**src/rtl/jtgng_sdram_pkg.sv**
```systemverilog
// rtl/jtgng_sdram_pkg.sv - shared constants, FSM encoding and round-robin pick for the ROM scheduler
package jtgng_sdram_pkg;

  localparam int AW_DEF = 22;
  localparam int DW_DEF = 32;
  localparam int SLOTS  = 4;

  localparam logic [1:0] ST_IDLE      = 2'd0;
  localparam logic [1:0] ST_WAIT_ACK  = 2'd1;
  localparam logic [1:0] ST_WAIT_DATA = 2'd2;

  // First pending slot at or after ptr, ascending with wrap; ptr when nothing pends.
  function automatic logic [1:0] rr_pick(input logic [3:0] pend, input logic [1:0] ptr);
    logic [1:0] idx;
    rr_pick = ptr;
    for (int k = 3; k >= 0; k--) begin
      idx = ptr + 2'(k);
      if (pend[idx]) rr_pick = idx;
    end
  endfunction

endpackage

```
**src/rtl/jtgng_rom_slot.sv**
```systemverilog
// rtl/jtgng_rom_slot.sv - one-entry cache per slot: tag, data, valid and the hit compare
module jtgng_rom_slot
  import jtgng_sdram_pkg::*;
#(
  parameter int AW = AW_DEF,
  parameter int DW = DW_DEF
) (
  input  logic          clk,
  input  logic          rst,
  input  logic          clr,
  input  logic          fill,
  input  logic          fill_valid,
  input  logic [AW-1:0] fill_tag,
  input  logic [DW-1:0] fill_data,
  input  logic          cs,
  input  logic [AW-1:0] addr,
  output logic          ok,
  output logic          pending,
  output logic [DW-1:0] dout
);

  logic [AW-1:0] tag;
  logic [DW-1:0] data;
  logic          valid;
  logic          hit;

  always_ff @(posedge clk) begin
    if (rst) begin
      tag   <= '0;
      data  <= '0;
      valid <= 1'b0;
    end else if (fill) begin
      tag   <= fill_tag;
      data  <= fill_data;
      valid <= fill_valid;
    end else if (clr) begin
      valid <= 1'b0;
    end
  end

  assign hit     = valid && (tag == addr);
  assign ok      = cs && hit;
  assign pending = cs && !hit;
  assign dout    = data;

endmodule

```
**src/rtl/jtgng_rom_sched.sv**
```systemverilog
// rtl/jtgng_rom_sched.sv - four-slot ROM read scheduler with round-robin SDRAM arbitration
module jtgng_rom_sched
  import jtgng_sdram_pkg::*;
#(
  parameter int            AW      = AW_DEF,
  parameter int            DW      = DW_DEF,
  parameter logic [AW-1:0] OFFSET0 = '0,
  parameter logic [AW-1:0] OFFSET1 = '0,
  parameter logic [AW-1:0] OFFSET2 = '0,
  parameter logic [AW-1:0] OFFSET3 = '0
) (
  input  logic               clk,
  input  logic               rst,
  input  logic               downloading,
  input  logic               loop_rst,
  input  logic [3:0]         slot_cs,
  input  logic [4*AW-1:0]    slot_addr,
  output logic [3:0]         slot_ok,
  output logic [4*DW-1:0]    slot_dout,
  output logic [AW-1:0]      sdram_addr,
  output logic               sdram_req,
  input  logic               sdram_ack,
  input  logic               data_rdy,
  input  logic [DW-1:0]      data_read
);

  logic          rst_all;
  logic [1:0]    state, state_nx;
  logic [1:0]    win, rr_ptr, winner;
  logic [AW-1:0] cap_addr;
  logic [3:0]    pending;
  logic          issue, fill_en;
  logic [AW-1:0] addr_a [SLOTS];
  logic [AW-1:0] off_a  [SLOTS];

  assign rst_all = rst || loop_rst;
  assign off_a[0] = OFFSET0;
  assign off_a[1] = OFFSET1;
  assign off_a[2] = OFFSET2;
  assign off_a[3] = OFFSET3;
  assign winner   = rr_pick(pending, rr_ptr);

  for (genvar g = 0; g < SLOTS; g++) begin : g_slot
    assign addr_a[g] = slot_addr[g*AW +: AW];

    jtgng_rom_slot #(.AW(AW), .DW(DW)) u_slot (
      .clk        (clk),
      .rst        (rst_all),
      .clr        (downloading),
      .fill       (fill_en && (win == 2'(g))),
      .fill_valid (!downloading),
      .fill_tag   (cap_addr),
      .fill_data  (data_read),
      .cs         (slot_cs[g]),
      .addr       (addr_a[g]),
      .ok         (slot_ok[g]),
      .pending    (pending[g]),
      .dout       (slot_dout[g*DW +: DW])
    );
  end

  always_ff @(posedge clk) begin
    if (rst_all) state <= ST_IDLE;
    else         state <= state_nx;
  end

  always_comb begin
    state_nx = state;
    case (state)
      ST_IDLE:      if (|pending && !downloading) state_nx = ST_WAIT_ACK;
      ST_WAIT_ACK:  if (sdram_ack)                state_nx = ST_WAIT_DATA;
      ST_WAIT_DATA: if (data_rdy)                 state_nx = ST_IDLE;
      default:                                    state_nx = ST_IDLE;
    endcase
  end

  always_comb begin
    issue   = (state == ST_IDLE) && |pending && !downloading;
    fill_en = (state == ST_WAIT_DATA) && data_rdy;
  end

  // The fill is tagged with the captured address, so a slot that moved on does not hit.
  always_ff @(posedge clk) begin
    if (rst_all) begin
      win        <= '0;
      rr_ptr     <= '0;
      cap_addr   <= '0;
      sdram_addr <= '0;
      sdram_req  <= 1'b0;
    end else begin
      if (issue) begin
        win        <= winner;
        cap_addr   <= addr_a[winner];
        sdram_addr <= addr_a[winner] + off_a[winner];
        sdram_req  <= 1'b1;
      end
      if ((state == ST_WAIT_ACK) && sdram_ack) sdram_req <= 1'b0;
      if (fill_en) rr_ptr <= win + 2'd1;
    end
  end

endmodule

```
**config.mk**
```make
export PLATFORM = sky130hd
export DESIGN_NAME = jtgng_rom_sched
export DESIGN_NICKNAME = d
export VERILOG_FILES = /design/src/rtl/jtgng_sdram_pkg.sv /design/src/rtl/jtgng_rom_slot.sv /design/src/rtl/jtgng_rom_sched.sv
export SDC_FILE = /design/constraint.sdc
export NUM_CORES = 1
export LEC_CHECK = 0
export BUFFER_PORTS_ARGS = -buffer_cell sky130_fd_sc_hd__buf_2
export CORE_ASPECT_RATIO = 1.25
export CORE_MARGIN = 2
export CORE_UTILIZATION = 56
export DETAILED_ROUTE_END_ITERATION = 7
export PLACE_DENSITY_LB_ADDON = 0.25
export REMOVE_ABC_BUFFERS = 1
export SYNTH_ARGS = -nofsm -noshare
export SYNTH_HDL_FRONTEND = slang
export SYNTH_SLANG_ARGS = --single-unit
```
**constraint.sdc**
```tcl
create_clock -name clk -period 8.77 [get_ports clk]
set_input_delay 1.754 -clock clk [delete_from_list [all_inputs] [get_ports clk]]
set_output_delay 1.754 -clock clk [all_outputs]
set_load 0.02 [all_outputs]
```
==> impl_metrics.json <==
{
  "min_path_type": "register to register",
  "drive_gt1_frac": 0.2279,
  "cts_max_path_buffers": 3,
  "pwr_density_cell_nw_per_um2": 188.3,
  "port_buffers": 284,
  "slew_viol_final": 0,
  "dieArea_sq_um": 19530,
  "hold_viol_final": 0,
  "grt_pass1_vias": 9265,
  "required_ns": 7.02,
  "total_power_mw": 2.367,
  "rsz0062_at_grt": "no",
  "min_path_cells": 2,
  "worstSetupPathType": "primary input to primary output",
  "critPathArrivalTime_ns": 3.40,
  "cp-end-kind": "primary output",
  "ys_seq_elements": 249,
  "cts.clk_slew.worst_paths_ns": 0.06,
  "worstRegToRegCells": 10,
  "finClkSkew_ns": 0.01243,
  "row_count": 55,
  "drcViolationCount": 0,
  "grt_first_pass_wirelength_um": 49170,
  "fp.dieH_um": 155.8,
  "dpl.cell_count": 1713,
  "rrSetupSlack_ns": 4.70,
  "clock-sinks": 249,
  "relSlewSlack": 0.3092,
  "viasPerCell": 5.576,
  "r2r-start": "g_slot[0].u_slot.tag[4]",
  "status": "complete, no violations",
  "critical_path.max_fanout": 3,
  "max_freq_mhz": 193.9,
  "mostFrequentLayoutCells": "438 x nand2_1, 284 x buf_2, 249 x dfxtp_1",
  "r2r-end": "sdram_addr[8]",
  "post_cts_buffers": 0,
  "antenna_found_initial": 9,
  "seq_area_frac_synth": 0.4831,
  "synthDistinctLibCells": 39,
  "synth_warnings": 0,
  "final_nets": 1646,
  "numCtsBuffers": 25,
  "first_pass_iters": 5,
  "start_util": 0.5701,
  "hold_start": "g_slot[1].u_slot.dout[17]",
  "maxCapViolations": 0,
  "hpwl_um": 21300,
  "wl_per_cell_um": 18.18,
  "utilization": 0.6948,
  "hold_buffers": 0,
  "grt_overflow": 0,
  "finalNonFillerCells": 1763,
  "setup_ws_ns": 3.612,
  "core_sq_um": 18100,
  "ys.flop_type": "dfxtp_1",
  "min_period_over_period": 0.5882,
  "clock_latency_ns": 0.51,
  "die_x_um": 125.4,
  "synth_edf_count": 0,
  "setup_viol": 0,
  "io_pins": 285,
  "preCtsSetupSlack_ns": 3.241,
  "syn-cell-area_sq_um": 10320,
  "num_vias": 9831,
  "cts_tree": "yes",
  "cts_resized": 0,
  "ant_nets": 0,
  "synth_cells": 1275,
  "grt_max_degree": 97,
  "finalCriticalPeriod_ns": 5.158,
  "n_fill_cell": 1485,
  "p_leak_nw": 5.053,
  "mostFrequentLayoutCell": "nand2_1",
  "first_iter_violations": 658,
  "final.setup.tns_ns": 0,
  "syn_avg_cell_area_sq_um": 8.093,
  "start_kind": "primary input",
  "gp_congestion": 0.9359,
  "finalWirelength_um": 32060,
  "tightest_slew_ns": 1.036,
  "ir_worst_vdd_uv": 184.9,
  "syn_to_final_growth_pct": 21.86,
  "cts_htree_levels": 1,
  "track_usage": 0.3138,
  "hold-path-endpoint": "g_slot[1].u_slot.dout[17]",
  "async_flop_share": 0,
  "cts_root_buf": "clkbuf_16"
}
==> synthesized netlist by cell type, types with 3 or more instances <==
cell      instances  area share
nor2_1           15      0.0055
buf_2             3      0.0015
clkbuf_1         67       0.024
a21o_1           22       0.016
buf_6             6      0.0065
nor3_1            7      0.0034
dfxtp_1         249        0.48
nand4_1          17       0.010
ha_1              4      0.0049
inv_1             8      0.0029
o21ai_0           4      0.0019
xor2_1           35       0.030
o21a_1            6      0.0044
buf_1             3      0.0011
xnor2_1          54       0.046
and2_1            5      0.0030
o22ai_1          22       0.013
mux2i_1          46       0.045
a21oi_1         220        0.11
nor4_1            9      0.0055
nand2_1         442        0.16
buf_4             7      0.0051
==> stage by stage <==
stage / hold slack [ns] / cell area, sq um
floorplan: 0.4404 / 9921
global placement: 0.4384 / 11750
detailed placement: 0.4431 / 11750
CTS: 0.4513 / 12550
global route: 0.4657 / 12560
finish: 0.4487 / 12570
==> worst max-delay path, cell delays in order <==
cell and delay, ns:
buf_2 0.11, xnor2_1 0.27, nand4_1 0.18, or4_4 0.55
nor3_1 0.30, buf_2 0.24
==> power breakdown <==
| group | switching [mW] | total (mW) | internal, mW | leakage, nW |
|---|---|---|---|---|
| Combinational | 0.0941 | 0.153 | 0.0592 | 2.66 |
| Sequential | 0.00854 | 1.14 | 1.14 | 2.01 |
| Clock | 0.433 | 1.07 | 0.636 | 0.390 |
==> how the worst max path moves through the flow <==
| stage | cells past startpoint | start | end | slack, ns |
|---|---|---|---|---|
| floorplan | 9 | slot_addr[63] | sdram_addr[10] | 1.84 |
| global placement | 11 | slot_addr[2] | sdram_addr[10] | 3.48 |
| detailed placement | 11 | slot_addr[4] | sdram_addr[8] | 3.24 |
| CTS | 7 | slot_addr[45] | slot_ok[2] | 3.69 |
| global route | 7 | slot_addr[45] | slot_ok[2] | 3.51 |
| finish | 6 | slot_addr[4] | slot_ok[0] | 3.61 |
==> metal layers <==
| layer | share of wire | vias to the layer above | wire [um] | track usage |
|---|---|---|---|---|
| met2 | 0.49 | 464 | 15590 | 0.5362 |
| met4 | 0.037 | 2 | 1201 | 0.1270 |
| li1 | - | 4686 | - | - |
| met1 | 0.39 | 4596 | 12350 | 0.3779 |
| met5 | 0.00022 | - | 7 | 0 |
| met3 | 0.091 | 83 | 2910 | 0.08128 |
==> area by class of cell <==
class                           instances  area, sq um  area share
Inverter                                8        30.03    0.002388
Timing Repair Buffer                  296         1511      0.1202
Antenna cell                            8        20.02    0.001592
Tap cell                              228        285.3     0.02269
Clock inverter                          6        107.6    0.008557
Sequential cell                       249         4985      0.3964
Multi-Input combinational cell        932         4938      0.3927
Clock buffer                           36        696.9     0.05542
==> cell families after synthesis <==
| kind of cell | after synthesis | synth area share |
|---|---|---|
| AND/OR/NAND/NOR | 508 | 0.1983 |
| buffers and inverters | 94 | 0.04147 |
| multiplexers | 46 | 0.04462 |
| adder cells (fa/ha/maj) | 4 | 0.004850 |
| AO/OA/AOI/OAI | 285 | 0.1522 |
| flip-flops | 249 | 0.4831 |
| XOR/XNOR | 89 | 0.07554 |
==> flip-flops by register name (all words and copies together), names as in the netlist <==
signal	count
g_slot.u_slot.tag	88
rr_ptr	2
sdram_addr	22
sdram_req	1
win	2
g_slot.u_slot.dout	128
g_slot.u_slot.valid	4
state	2
No activity file was read; power rests on OpenSTA's default activity.
